<file path="config.mk">
export PLATFORM = sky130hd
export DESIGN_NAME = cvxif_bcd_sequencer
export DESIGN_NICKNAME = d
export VERILOG_FILES = /design/src/rtl/cvxif_bcd_sequencer.sv
export SDC_FILE = /design/constraint.sdc
export NUM_CORES = 1
export LEC_CHECK = 0
export BUFFER_PORTS_ARGS = -buffer_cell sky130_fd_sc_hd__buf_2
export CAP_MARGIN = 10
export CORE_MARGIN = 8
export CORE_UTILIZATION = 59
export CTS_CLUSTER_SIZE = 28
export DETAILED_ROUTE_END_ITERATION = 7
export PLACE_DENSITY = 0.78
export SYNTH_ARGS = -nofsm -noshare
export SYNTH_HDL_FRONTEND = slang
export SYNTH_SLANG_ARGS = --single-unit
</file>
<file path="constraint.sdc">
create_clock -name clk_i -period 5.1 [get_ports clk_i]
set_clock_uncertainty 0.2 [all_clocks]
set_input_delay 0.255 -clock clk_i [delete_from_list [all_inputs] [get_ports clk_i]]
set_output_delay 0.255 -clock clk_i [all_outputs]
set_load 0.02 [all_outputs]
</file>
<file path="src/rtl/cvxif_bcd_sequencer.sv">
// Request FIFO plus a shared iterative BCD engine (double-dabble / digit-serial add).
// Optional macro CVXIF_BCD_DIGIT_CHECK_EN flags BCDADD operands containing nibbles > 9.
module cvxif_bcd_sequencer #(
  parameter int XLEN       = 32,
  parameter int FIFO_DEPTH = 2,
  parameter int ID_WIDTH   = 3
) (
  input  logic                clk_i,
  input  logic                rst_ni,
  input  logic                flush_i,
  input  logic                issue_valid_i,
  output logic                issue_ready_o,
  input  logic [3:0]          issue_opcode_i,
  input  logic [ID_WIDTH-1:0] issue_id_i,
  input  logic [4:0]          issue_rd_i,
  input  logic [XLEN-1:0]     issue_rs1_i,
  input  logic [XLEN-1:0]     issue_rs2_i,
  output logic                result_valid_o,
  input  logic                result_ready_i,
  output logic [ID_WIDTH-1:0] result_id_o,
  output logic [4:0]          result_rd_o,
  output logic                result_we_o,
  output logic [XLEN-1:0]     result_data_o,
  output logic                result_exc_o,
  output logic                busy_o
);

  localparam int NDIG   = XLEN / 4;
  localparam int PTR_W  = (FIFO_DEPTH > 1) ? $clog2(FIFO_DEPTH) : 1;
  localparam int CNT_W  = $clog2(FIFO_DEPTH + 1);
  localparam int ITER_W = $clog2(XLEN + 1);

  typedef enum logic [1:0] {IDLE, CONV, ADD, DONE} state_t;

  typedef struct packed {
    logic [3:0]          opcode;
    logic [ID_WIDTH-1:0] id;
    logic [4:0]          rd;
    logic [XLEN-1:0]     rs1;
    logic [XLEN-1:0]     rs2;
  } req_t;

  req_t                fifo_mem [FIFO_DEPTH];
  logic [PTR_W-1:0]    wr_ptr, rd_ptr;
  logic [CNT_W-1:0]    fifo_cnt;
  logic                fifo_full, fifo_empty, push, pop;
  req_t                head, incoming;

  state_t              state_q, state_d;
  logic [ITER_W-1:0]   iter_q;
  logic [ID_WIDTH-1:0] id_q;
  logic [4:0]          rd_q;
  logic [XLEN-1:0]     op_a_q, op_b_q, acc_q, dabble_adj;
  logic                carry_q, we_q, exc_q, bad_digit;
  logic [4:0]          add_sum;
  logic [3:0]          add_digit;

  function automatic logic [PTR_W-1:0] next_ptr(input logic [PTR_W-1:0] p);
    return (p == PTR_W'(FIFO_DEPTH - 1)) ? '0 : p + 1'b1;
  endfunction

  assign fifo_full     = (fifo_cnt == CNT_W'(FIFO_DEPTH));
  assign fifo_empty    = (fifo_cnt == '0);
  assign issue_ready_o = !fifo_full && !flush_i;
  assign push          = issue_valid_i && issue_ready_o;
  assign head          = fifo_mem[rd_ptr];
  assign incoming      = '{opcode: issue_opcode_i, id: issue_id_i, rd: issue_rd_i,
                           rs1: issue_rs1_i, rs2: issue_rs2_i};

  always_ff @(posedge clk_i) begin
    if (push) fifo_mem[wr_ptr] <= incoming;
  end

  always_ff @(posedge clk_i or negedge rst_ni) begin
    if (!rst_ni) begin
      wr_ptr   <= '0;
      rd_ptr   <= '0;
      fifo_cnt <= '0;
    end else if (flush_i) begin
      wr_ptr   <= '0;
      rd_ptr   <= '0;
      fifo_cnt <= '0;
    end else begin
      if (push) wr_ptr <= next_ptr(wr_ptr);
      if (pop)  rd_ptr <= next_ptr(rd_ptr);
      case ({push, pop})
        2'b10:   fifo_cnt <= fifo_cnt + 1'b1;
        2'b01:   fifo_cnt <= fifo_cnt - 1'b1;
        default: fifo_cnt <= fifo_cnt;
      endcase
    end
  end

`ifdef CVXIF_BCD_DIGIT_CHECK_EN
  function automatic logic has_bad_digit(input logic [XLEN-1:0] v);
    logic bad;
    bad = 1'b0;
    for (int i = 0; i < NDIG; i++)
      if (v[4*i +: 4] > 4'd9) bad = 1'b1;
    return bad;
  endfunction

  assign bad_digit = (head.opcode == 4'd2) &&
                     (has_bad_digit(head.rs1) || has_bad_digit(head.rs2));
`else
  assign bad_digit = 1'b0;
`endif

  always_ff @(posedge clk_i or negedge rst_ni) begin
    if (!rst_ni) state_q <= IDLE;
    else         state_q <= state_d;
  end

  always_comb begin
    state_d = state_q;
    if (flush_i) begin
      state_d = IDLE;
    end else begin
      case (state_q)
        IDLE: begin
          if (!fifo_empty) begin
            case (head.opcode)
              4'd1:    state_d = CONV;
              4'd2:    state_d = ADD;
              default: state_d = DONE;
            endcase
          end
        end
        CONV, ADD: if (iter_q == '0) state_d = DONE;
        DONE:      if (result_ready_i) state_d = IDLE;
        default:   state_d = IDLE;
      endcase
    end
  end

  always_comb begin
    pop            = (state_q == IDLE) && !fifo_empty && !flush_i;
    result_valid_o = (state_q == DONE);
    busy_o         = !fifo_empty || (state_q != IDLE);
  end

  // Double-dabble correction: every digit >= 5 gets +3 before the shift.
  always_comb begin
    dabble_adj = acc_q;
    for (int i = 0; i < NDIG; i++)
      if (acc_q[4*i +: 4] >= 4'd5) dabble_adj[4*i +: 4] = acc_q[4*i +: 4] + 4'd3;
  end

  assign add_sum   = {1'b0, op_a_q[3:0]} + {1'b0, op_b_q[3:0]} + {4'b0, carry_q};
  assign add_digit = (add_sum > 5'd9) ? 4'(add_sum - 5'd10) : add_sum[3:0];

  // Sum digits enter at the top so digit 0 lands at the bottom after NDIG steps.
  always_ff @(posedge clk_i or negedge rst_ni) begin
    if (!rst_ni) begin
      iter_q  <= '0;
      id_q    <= '0;
      rd_q    <= '0;
      op_a_q  <= '0;
      op_b_q  <= '0;
      acc_q   <= '0;
      carry_q <= 1'b0;
      we_q    <= 1'b0;
      exc_q   <= 1'b0;
    end else if (pop) begin
      iter_q  <= (head.opcode == 4'd1) ? ITER_W'(XLEN - 1) : ITER_W'(NDIG - 1);
      id_q    <= head.id;
      rd_q    <= head.rd;
      op_a_q  <= head.rs1;
      op_b_q  <= head.rs2;
      acc_q   <= '0;
      carry_q <= 1'b0;
      we_q    <= ((head.opcode == 4'd1) || (head.opcode == 4'd2)) && !bad_digit;
      exc_q   <= bad_digit;
    end else if (state_q == CONV) begin
      acc_q   <= {dabble_adj[XLEN-2:0], op_a_q[XLEN-1]};
      op_a_q  <= {op_a_q[XLEN-2:0], 1'b0};
      iter_q  <= iter_q - 1'b1;
    end else if (state_q == ADD) begin
      acc_q   <= {add_digit, acc_q[XLEN-1:4]};
      op_a_q  <= op_a_q >> 4;
      op_b_q  <= op_b_q >> 4;
      carry_q <= (add_sum > 5'd9);
      iter_q  <= iter_q - 1'b1;
    end
  end

  assign result_id_o   = result_valid_o ? id_q : '0;
  assign result_rd_o   = result_valid_o ? rd_q : '0;
  assign result_we_o   = result_valid_o && we_q;
  assign result_data_o = (result_valid_o && we_q) ? acc_q : '0;
  assign result_exc_o  = result_valid_o && exc_q;

endmodule

</file>
## Word-level counts from Yosys, hierarchy flattened

Memory sizes are Yosys's and may differ from the RTL's.
Cells that the tools add are included.

- Multiplexer cells: 44
- Reduce and logical (&&, ||, !) cells: 22
- Magnitude comparators: 9
- Add/subtract/negate cells: 16
- Equality and inequality tests: 12

Operators with widths:

| kind | count |
|---|---|
| 32-bit two-way mux | 10 |
| 4-bit by 3-bit >= comparator with 1-bit output, second input constant | 8 |
| 4-bit two-way mux | 8 |
| 4-bit by 2-bit adder with 4-bit output, second input constant | 7 |
| 6-bit two-way mux | 3 |
| 1-bit two-way mux | 11 |
| 2-bit two-way mux | 5 |
| 5-bit two-way mux | 2 |
| 2-bit == test, second input constant | 4 |
| 2-bit one-hot mux with 2 select lines | 2 |
| 2-bit nonzero test | 4 |
| 6-bit logical NOT | 1 |
| 3-bit two-way mux | 2 |
| 3-bit inequality test, second input constant | 2 |
| 2-bit one-hot mux with 3 select lines | 1 |
| 3-bit nonzero test | 2 |
| 6-bit by 1-bit subtractor with 6-bit output, second input constant | 1 |
| 4-bit by 4-bit adder with 5-bit output | 1 |
| 5-bit by 1-bit adder with 5-bit output | 1 |
| 5-bit by 4-bit > comparator with 1-bit output, second input constant | 1 |
| 1-bit logical AND | 5 |
| 2-bit by 1-bit == test with 1-bit output, second input constant | 2 |
| 4-bit by 1-bit == test with 1-bit output, second input constant | 1 |
| 4-bit by 2-bit == test with 1-bit output, second input constant | 1 |
| 13 further kinds | 18 |

- Bits in writable memories: 152
- Memories kept: 1
- Logic and storage cells: 116
- Register bits after elaboration: 118

Memories:

| memory | words | bits a word | rd ports | clocked after memory_dff | write ports | line | RTL |
|---|---|---|---|---|---|---|---|
| fifo_mem | 2 | 76 | 1 | 0 | 1 | 43 | `req_t fifo_mem [FIFO_DEPTH];` |

## Logic depth before layout (Yosys ltp)

Gate-level depths: netlist of the first run.

- Depth in word-level cells: 7
- Gate-level depth with buffers: 10
- Depth with buffers taken out: 8

## Worst setup path after synthesis of the first run

Ideal clock, no wire load.

- Path type: flip-flop to flip-flop
- From: reg fifo_cnt[1]
- To: mem fifo_mem[0][0] in the netlist's numbering (enable)
- Library setup time: 0.511 ns
- Arrival: 4.168 ns
- Stages on the path, launching flop included: 5
- Path slack: 0.222 ns
- Cell sequence: dfrtp_1 nor2b_1 nor2_1 nand2_1 nor2_1

- Cells in the longest elaborated chain, start to end: 6

RTL lines:

| what | line | RTL |
|---|---|---|
| from (decl) | 45 | `logic [CNT_W-1:0] fifo_cnt;` |
| from (signal assigned) | 87 | `2'b10: fifo_cnt <= fifo_cnt + 1'b1;` |
| from (signal assigned) | 88 | `2'b01: fifo_cnt <= fifo_cnt - 1'b1;` |
| from (signal assigned) | 89 | `default: fifo_cnt <= fifo_cnt;` |
| 2-bit == test | 62 | `assign fifo_full = (fifo_cnt == CNT_W'(FIFO_DEPTH));` |
| 1-bit logical NOT | 64 | `assign issue_ready_o = !fifo_full && !flush_i;` |
| 1-bit logical AND | 64 |  |
| via issue_ready_o | 12 | `output logic issue_ready_o,` |
| 1-bit logical AND | 65 | `assign push = issue_valid_i && issue_ready_o;` |
| 1-bit two-way mux | 71 | `if (push) fifo_mem[wr_ptr] <= incoming;` |
| 1-bit two-way mux (not written as such) | 71 |  |
| to (decl) | 43 |  |

The timed path passes the listed nets, and every way through them passes these cells.

## Final worst setup path of the first run

- From: reg state_q[0]
- To: reg op_a_q[26]

- Cells in the longest elaborated chain, start to end: 4

RTL lines:

| what | line | RTL |
|---|---|---|
| from (decl) | 49 | `state_t state_q, state_d;` |
| from (signal assigned) | 111 | `else state_q <= state_d;` |
| 2-bit logical NOT | 137 | `pop = (state_q == IDLE) && !fifo_empty && !flush_i;` |
| 1-bit logical AND (2 in a row) | 137 |  |
| 3-bit nonzero test (no source line) or 32-bit two-way mux (tied branches) | n/a |  |
| to (signal assigned) | 168 | `op_a_q <= head.rs1;` |
| to (signal assigned) | 176 | `op_a_q <= {op_a_q[XLEN-2:0], 1'b0};` |
| to (signal assigned) | 180 | `op_a_q <= op_a_q >> 4;` |
| to (decl) | 53 | `logic [XLEN-1:0] op_a_q, op_b_q, acc_q, dabble_adj;` |

Parallel ways exist; a longest one is shown, timed or not.
A chain may end at the register's enable or synchronous reset.

==> impl_metrics.csv, run 1 <==
group,metric,value,unit
clock_tree,clockBufferDepth,3,
power_and_ir_drop,p_leak,0.005955,uW
detailed_routing,post_drt_wl_per_cell,17.80,um
power_and_ir_drop,vdd_drop_max,0.3009,mV
detailed_routing,wirelength,26.81,mm
status,status,"complete, no violations",
min_path,hold_class,"input pin to flip-flop",
logic_synthesis,synth_commonest_cells,"edfxtp_1, dfrtp_1, nor2_1, mux2i_1, a21oi_1",
clock_tree,root_buffer,"clkbuf_16",
clock_tree,cts_made_buffers,27,
finish,antenna_cells,0,
clock_tree,insertion_delay,0.52,ns
logic_synthesis,synth_edf_count,152,
finish,seq_area,7521,um2
placement,gp_congestion,0.8060,
setup_path,reg2reg_from,"state_q[0]",
floorplan,ios,126,
clock_tree,cts_tree,"done",
detailed_routing,met1_length,11.38,mm
detailed_routing,drc_errors,0,
placement,place_hpwl,16.18,mm
min_path,hold_start,"result_ready_i",
finish,fillers,1464,
setup_path,worstSetupPathType,"flip-flop to flip-flop",
global_routing,grt_max_degree,95,
power_and_ir_drop,power.density,527.7,nW/um2
logic_synthesis,ys_seq_area_share,60.73,%
timing,rsz0062_at_grt,"false",
floorplan,fp.dieW,160.8,um
clock_tree,clk_pin_slew_worst_paths,0.06,ns
logic_synthesis,synth_fp_nets,1147,
run,cap_violations,0,
logic_synthesis,syn_inst,1038,
logic_synthesis,synth_area_leaders,"edfxtp_1, dfrtp_1, mux2i_1",
setup_path,critPathLaunchType,"flip-flop",
finish,drive_above_1_share,15.27,%
detailed_routing,num_vias,8528,
logic_synthesis,synthArstFlopShare,43.70,%
floorplan,die_y,160.8,um
detailed_routing,met3_wirelength,1.708,mm
detailed_routing,drtPass1Iterations,5,
clock_tree,cts_sinks,270,
clock_tree,cts_max_level,1,
logic_synthesis,synth_top_area_cell,"edfxtp_1",
setup_path,slowest_delay,0.71,ns
clock_tree,cts_setup_buffers,0,
global_routing,track_usage,20.54,%
finish,layout.nets,1321,
global_routing,overflow,0,
setup_path,path_buf_inv,2,
global_routing,grt_pass1_wl,44.10,mm
finish,multi_input_area,4469,um2
global_routing,antenna_found_initial,0,
setup_path,endpoint_kind,"flip-flop",
finish,area_growth,19.55,%
timing,slew_violations,0,
timing,final-setup-viol-count,0,
logic_synthesis,synth_cell_types,51,
setup_path,required,5.34,ns
placement,io_buffers,124,
detailed_routing,first_iter_violations,614,
setup_path,crit_fanout,54,
setup_path,crit_chain,"inv_1 -> ha_1 -> o21a_1 -> and2_2 -> buf_4 -> a211oi_1 -> a21oi_1",
detailed_routing,wl_met2,13.08,mm
logic_synthesis,syn_area,12380,um2
floorplan,die_area,25870,um2
timing,worstMarginPinSlew,0.9618,ns
global_routing,grt_pass1_vias,8756,
timing,fin_crit,3.159,ns
floorplan,initial_utilization,59.45,%
detailed_routing,top_layer_used,"met4",
timing,slew_headroom,35.88,%
timing,period_share,61.94,%
floorplan,rows,53,
timing,hold_ws,0.05329,ns
setup_path,worst_path_max_delay_cell,"and2_2",
detailed_routing,drtAntennaViolNets,0,
timing,hold_viol_final,0,
setup_path,critPathTopFamily,"buffers and inverters",
logic_synthesis,avgSynthCellArea,11.92,um2
setup_path,crit_path_start,"state_q[0]",
logic_synthesis,ys.flop_type,"edfxtp_1",
setup_path,critical_path_arrival,3.40,ns
logic_synthesis,netlist.area_leader.share,36.87,%
timing,fin_tns_setup,0,ns
detailed_routing,via_per_inst,5.663,
floorplan,core_region_area,20820,um2
logic_synthesis,yosys_register_bits,270,
timing,fmax,0.3166,GHz
logic_synthesis,synth_warnings,0,
logic_synthesis,synthMostInstantiatedCell,"edfxtp_1",
## report_power, final
group / leakage [uW] / internal (uW) / switching, uW
Clock: 0.000411 / 1140 / 792
Combinational: 0.00267 / 1140 / 1420
Sequential: 0.00287 / 2800 / 512
Total: 0.00596 / 5080 / 2730
## cell type report
class	instances	share of cell area (%)
inverters	27	0.6849
well taps	275	2.325
clock buffers	37	4.887
flip-flops and latches	270	50.82
multi-input cells	671	30.20
repair buffers	215	10.21
clock inverters	11	0.8624
## placed cells by master, fill, tap and decap left out, drive strengths merged, types with 2 or more instances in the layout
master       count
ha              26
and3            34
o211a            2
nand2           66
a211oi          80
a22o             4
a211o            4
mux2             6
clkinv           7
buf            136
nor2           102
a21oi           94
o21a             3
nor2b           15
o21ai           50
a2111oi          2
a311oi           7
or3              2
nor3             7
a22oi            2
xnor2           12
inv             27
nand3            3
nor3b           12
mux2i           97
and2            11
nand2b          12
edfxtp         152
dfrtp          118
xor2             4
clkbuf          37
dlygate4sd3     79
bufinv           3
fa               2
## cells by family (layout without fill, tap and decap cells)
group,Yosys count,after routing,synth area share [%]
adders and majority gates,28,28,2.952
buffers and inverters,97,290,3.497
AOI/OAI and AO/OA,253,253,12.87
other,1,1,0.03030
muxes,103,103,8.390
and+or+nand+nor,270,270,10.40
xor gates and xnor gates,16,16,1.132
DFF,270,270,60.73
## flip-flops by register name (all words and copies together) (netlist names)
| register | cells |
|---|---|
| we_q | 1 |
| rd_q | 5 |
| fifo_cnt | 2 |
| iter_q | 6 |
| acc_q | 32 |
| state_q | 2 |
| id_q | 3 |
| fifo_mem | 152 |
| op_b_q | 32 |
| wr_ptr | 1 |
| rd_ptr | 1 |
| carry_q | 1 |
| op_a_q | 32 |
## final timing paths
kind,end,slack [ns],cells past startpoint
max reg2reg,op_a_q[26],1.94,7
min reg2reg,rd_q[3],0.27,2
min in group asynchronous,acc_q[18],0.18,3
max in group asynchronous,op_b_q[5],3.75,3
min,state_q[0],0.05,5
max,op_a_q[26],1.94,7
## repair_timing
item / CTS / global route
gates resized for setup: 0 / 0
hold buffers: 79 / 0
endpoints found under the hold margin: 276 / 0
## tightest hold or removal path: stages
cell and delay [ns]:
buf_2 0.07, nand2b_1 0.13, nand3_2 0.12, nand2_1 0.08, a21oi_1 0.06
## per-layer routing
layer / up-vias / global-route usage, %
li1: 4135 / -
met1: 4083 / 26.76
met2: 260 / 34.43
met3: 50 / 3.814
met4: 0 / 6.229
met5: - / 0
## through the flow
step           power (uW)  cell area [um2]  instances  setup WS, ns  util [%]
2_1_floorplan        5228            12380       1038        0.2219         -
3_3_place_gp         5698            13140       1378         2.132     63.11
3_5_place_dp         5826            13140       1378         2.007     63.11
4_1_cts              7814            14780       1505         2.002     71.00
5_1_grt              8330            14800       1506         1.709     71.07
6_report             7809            14800       1506         1.941     71.07
(Power assumes the default switching activity.)
==> run 2: changes to the inputs <==
--- a/config.mk
+++ b/config.mk
@@ -5,6 +5,7 @@
 export SDC_FILE = /design/constraint.sdc
 export NUM_CORES = 1
 export LEC_CHECK = 0
+export ABC_AREA = 1
 export BUFFER_PORTS_ARGS = -buffer_cell sky130_fd_sc_hd__buf_2
 export CAP_MARGIN = 10
 export CORE_MARGIN = 8
==> constraint.sdc (replaced) <==
create_clock -name clk_i -period 3.2 [get_ports clk_i]
set_clock_uncertainty 0.2 [all_clocks]
set_input_delay 0.16 -clock clk_i [delete_from_list [all_inputs] [get_ports clk_i]]
set_output_delay 0.16 -clock clk_i [all_outputs]
set_load 0.02 [all_outputs]
==> run 2 against run 1 <==
Effect of this change:
- worst setup slack worse by 1.6 ns
- global-route usage is 1.8 points higher
- sequential share of layout area fell by 0.71 points
- total power is 76% higher
- sequential cell count unchanged
- non-clock buffer count is 6 higher
- cell area increased by 1.4%
- core utilization up 1.2 points
- cell count rose by 13%
- via count up 12%
- clock power up 76%
- synthesized cell count rose by 18%
- critical path type unchanged
- largest cell class unchanged
==> impl_metrics.csv, run 2 <==
group,metric,value,unit
logic_synthesis,synthMostInstantiatedCell,"nand2_1",
detailed_routing,via_per_inst,5.610,
finish,drive_above_1_share,15.08,%
setup_path,crit_top_cell,"nand2_1",
finish,final_common_cell,"nand2_1",
logic_synthesis,netlist.area_leader.share,36.97,%
setup_path,r2r_cells,15,
clock_tree,cts_setup_buffers,0,
setup_path,required,3.43,ns
finish,area_growth,21.51,%
power_and_ir_drop,switchingPower,5316,uW
setup_path,reg2reg_from,"op_a_q[0]",
power_and_ir_drop,p_leak,0.006339,uW
floorplan,core_region_area,20760,um2
setup_path,crit_fanout,4,
timing,final-setup-viol-count,0,
global_routing,antenna_found_initial,2,
floorplan,ios,126,
logic_synthesis,synth_area_leaders,"edfxtp_1, dfrtp_1, nand2_1",
placement,io_buffers,124,
setup_path,critPathLaunchType,"flip-flop",
finish,final_cell_mix,"nand2_1, nor2_1, edfxtp_1",
power_and_ir_drop,pwr-share-seq,36.9,%
global_routing,grt_pass1_vias,9524,
clock_tree,clockBufferDepth,3,
run,cap_violations,0,
logic_synthesis,syn_inst,1225,
finish,regMostFlops,"fifo_mem",
placement,place_inst,1573,
logic_synthesis,synth_top_area_cell,"edfxtp_1",
clock_tree,clk_pin_slew_worst_paths,0.06,ns
global_routing,use_met1,28.67,%
min_path,hold_depth,6,
global_routing,grt_pass1_wl,47.57,mm
setup_path,slowest_delay,0.49,ns
timing,fin_crit,2.849,ns
logic_synthesis,yosys_register_bits,270,
power_and_ir_drop,vdd_drop_max,0.5925,mV
logic_synthesis,synth_fp_nets,1334,
clock_tree,cts_max_level,1,
logic_synthesis,syn_area,12350,um2
timing,fmax,0.3510,GHz
finish,layout.nets,1520,
floorplan,die_area,25810,um2
detailed_routing,num_vias,9587,
floorplan,rows,53,
detailed_routing,first_iter_violations,827,
logic_synthesis,synth_warnings,0,
status,status,"complete, no violations",
logic_synthesis,ys.flop_type,"edfxtp_1",
min_path,hold_start,"issue_valid_i",
finish,utilization,72.28,%
finish,largest_reg_flops,152,
timing,hold_ws,0.05288,ns
setup_path,worst_path_max_delay_cell,"fa_1",
detailed_routing,drc_errors,0,
logic_synthesis,synth_cell_types,37,
power_and_ir_drop,pwr-share-comb,38.4,%
timing,rsz0062_at_grt,"false",
global_routing,grt-busiest-layer,"met2",
detailed_routing,drtAntennaViolNets,0,
global_routing,use_met3,4.300,%
setup_path,r2r-end,"acc_q[31]",
finish,fin_cells,1709,
setup_path,worstSetupPathType,"flip-flop to flip-flop",
clock_tree,cts_made_buffers,28,
timing,hold_viol_final,0,
floorplan,fp.dieW,160.7,um
detailed_routing,wirelength,29.38,mm
clock_tree,cts_tree,"done",
power_and_ir_drop,power.internal,8426,uW
min_path,whs_endpoint,"fifo_cnt[1]",
logic_synthesis,ys_seq_area_share,60.88,%
placement,gp_congestion,0.8233,
timing,slew_headroom,59.67,%
logic_synthesis,avgSynthCellArea,10.08,um2
setup_path,endpoint_kind,"flip-flop",
clock_tree,root_buffer,"clkbuf_16",
timing,slew_violations,0,
floorplan,die_y,160.7,um
logic_synthesis,synthArstFlopShare,43.70,%
setup_path,critical_path_arrival,3.08,ns
logic_synthesis,synth_edf_count,152,
global_routing,track_usage,22.37,%
setup_path,reg2reg_slack,0.35,ns
global_routing,grt_use_met2,37.48,%
clock_tree,insertion_delay,0.54,ns
setup_path,crit_chain,"fa_1 -> fa_1 -> nand2_1 -> nand2_1 -> ha_1 -> inv_1 -> nor2_1 -> a21oi_1 -> nand2_1 -> nand2_1 -> nand2_1 -> nand2_1 -> nand2_1 -> nand2_1 -> nand2_1",
power_and_ir_drop,p_clk_share,24.7,%
clock_tree,cts_sinks,270,
timing,worstMarginPinSlew,0.6044,ns
placement,place_hpwl,17.10,mm
min_path,hold_class,"input pin to flip-flop",
global_routing,grt_max_degree,112,
global_routing,overflow,0,
power_and_ir_drop,switching_share,38.68,%
floorplan,initial_utilization,59.49,%
detailed_routing,drtPass1Iterations,5,
timing,period_share,89.04,%
logic_synthesis,synth_commonest_cells,"nand2_1, nor2_1, edfxtp_1, o21ai_0, dfrtp_1",
detailed_routing,post_drt_wl_per_cell,17.19,um
power_and_ir_drop,power.density,915.9,nW/um2
-- run 2: cell types whose count changed in the layout (fill, tap and decap cells not counted), sizes merged, moves of 43 or more --
cell and change:
o211ai +45, nor2 +66, nand2 +151, a211oi -80, a21oi -43, inv +83, mux2i -80, o21ai +87
-- run 2: cells by family (layout without fill, tap and decap cells) --
kind of cell	count (synthesis)	count (layout)	synth area share, %
flip-flops	270	270	60.88
other	1	3	0.03037
adder cells (fa/ha/maj)	28	28	2.959
XOR/XNOR	3	3	0.2128
multiplexers	21	21	1.743
buffers and inverters	174	381	5.999
AO/OA/AOI/OAI	286	286	13.53
AND/OR/NAND/NOR	442	442	14.64
-- run 2: metal layers --
metal	share of wire [%]	routed length [um]
met2	49	14330
met5	0	0
met3	6.8	1999
met4	2.5	735
met1	42	12310
-- run 2: worst max-delay path by stage --
stage / startpoint / to / slack (ns) / cells after the start
floorplan: fifo_cnt[1] / fifo_mem[0][0] / -0.46 / 5
global placement: state_q[0] / acc_q[30] / 0.56 / 14
detailed placement: state_q[0] / acc_q[2] / 0.45 / 12
CTS: op_a_q[0] / acc_q[31] / 0.41 / 15
global route: state_q[0] / acc_q[30] / 0.16 / 14
finish: op_a_q[0] / acc_q[31] / 0.35 / 15
-- run 2: per-stage QoR --
| step | setup WS, ns | TNS (ns) | area, um2 | power, uW |
|---|---|---|---|---|
| finish | 0.3508 | 0 | 15000 | 13740 |
| global route | 0.1565 | 0 | 15000 | 14680 |
| CTS | 0.4090 | 0 | 15000 | 13680 |
| detailed placement | 0.4509 | 0 | 13200 | 10130 |
| global placement | 0.5624 | 0 | 13200 | 9960 |
| floorplan | -0.4599 | -69.89 | 12350 | 8950 |
-- run 2: power by group through the flow --
stage          registers (uW)  logic, uW  clock network (uW)
6_report                 5070       5280                3400
5_1_grt                  5140       5950                3590
4_1_cts                  5040       5210                3430
3_5_place_dp             5090       5030                   0
3_3_place_gp             5070       4890                   0
2_1_floorplan            4950       4000                   0
-- run 2: final cells by class --
cell class | count | area [um2]
diodes | 2 | 5.005
clock buffers | 34 | 744.5
clock inverters | 17 | 216.5
fillers | 1412 | 5753
inverters | 109 | 414.1
multi-input cells | 781 | 4116
flip-flops and latches | 270 | 7518
well taps | 275 | 344.1
repair buffers | 221 | 1644
-- run 2: repair_timing --
item | in CTS | in global routing
endpoints found under the setup margin | 0 | 0
gates resized for setup | 0 | 0
hold buffers | 83 | 0
endpoints found under the hold margin | 276 | 0
-- run 2: critical path, delay by kind of cell (launching register included) --
| family | cells | cell delay (ns) |
|---|---|---|
| simple gates | 10 | 0.77 |
| compound gates | 1 | 0.14 |
| flops | 1 | 0.40 |
| fa+ha+maj | 3 | 1.15 |
| buf+inv | 1 | 0.08 |
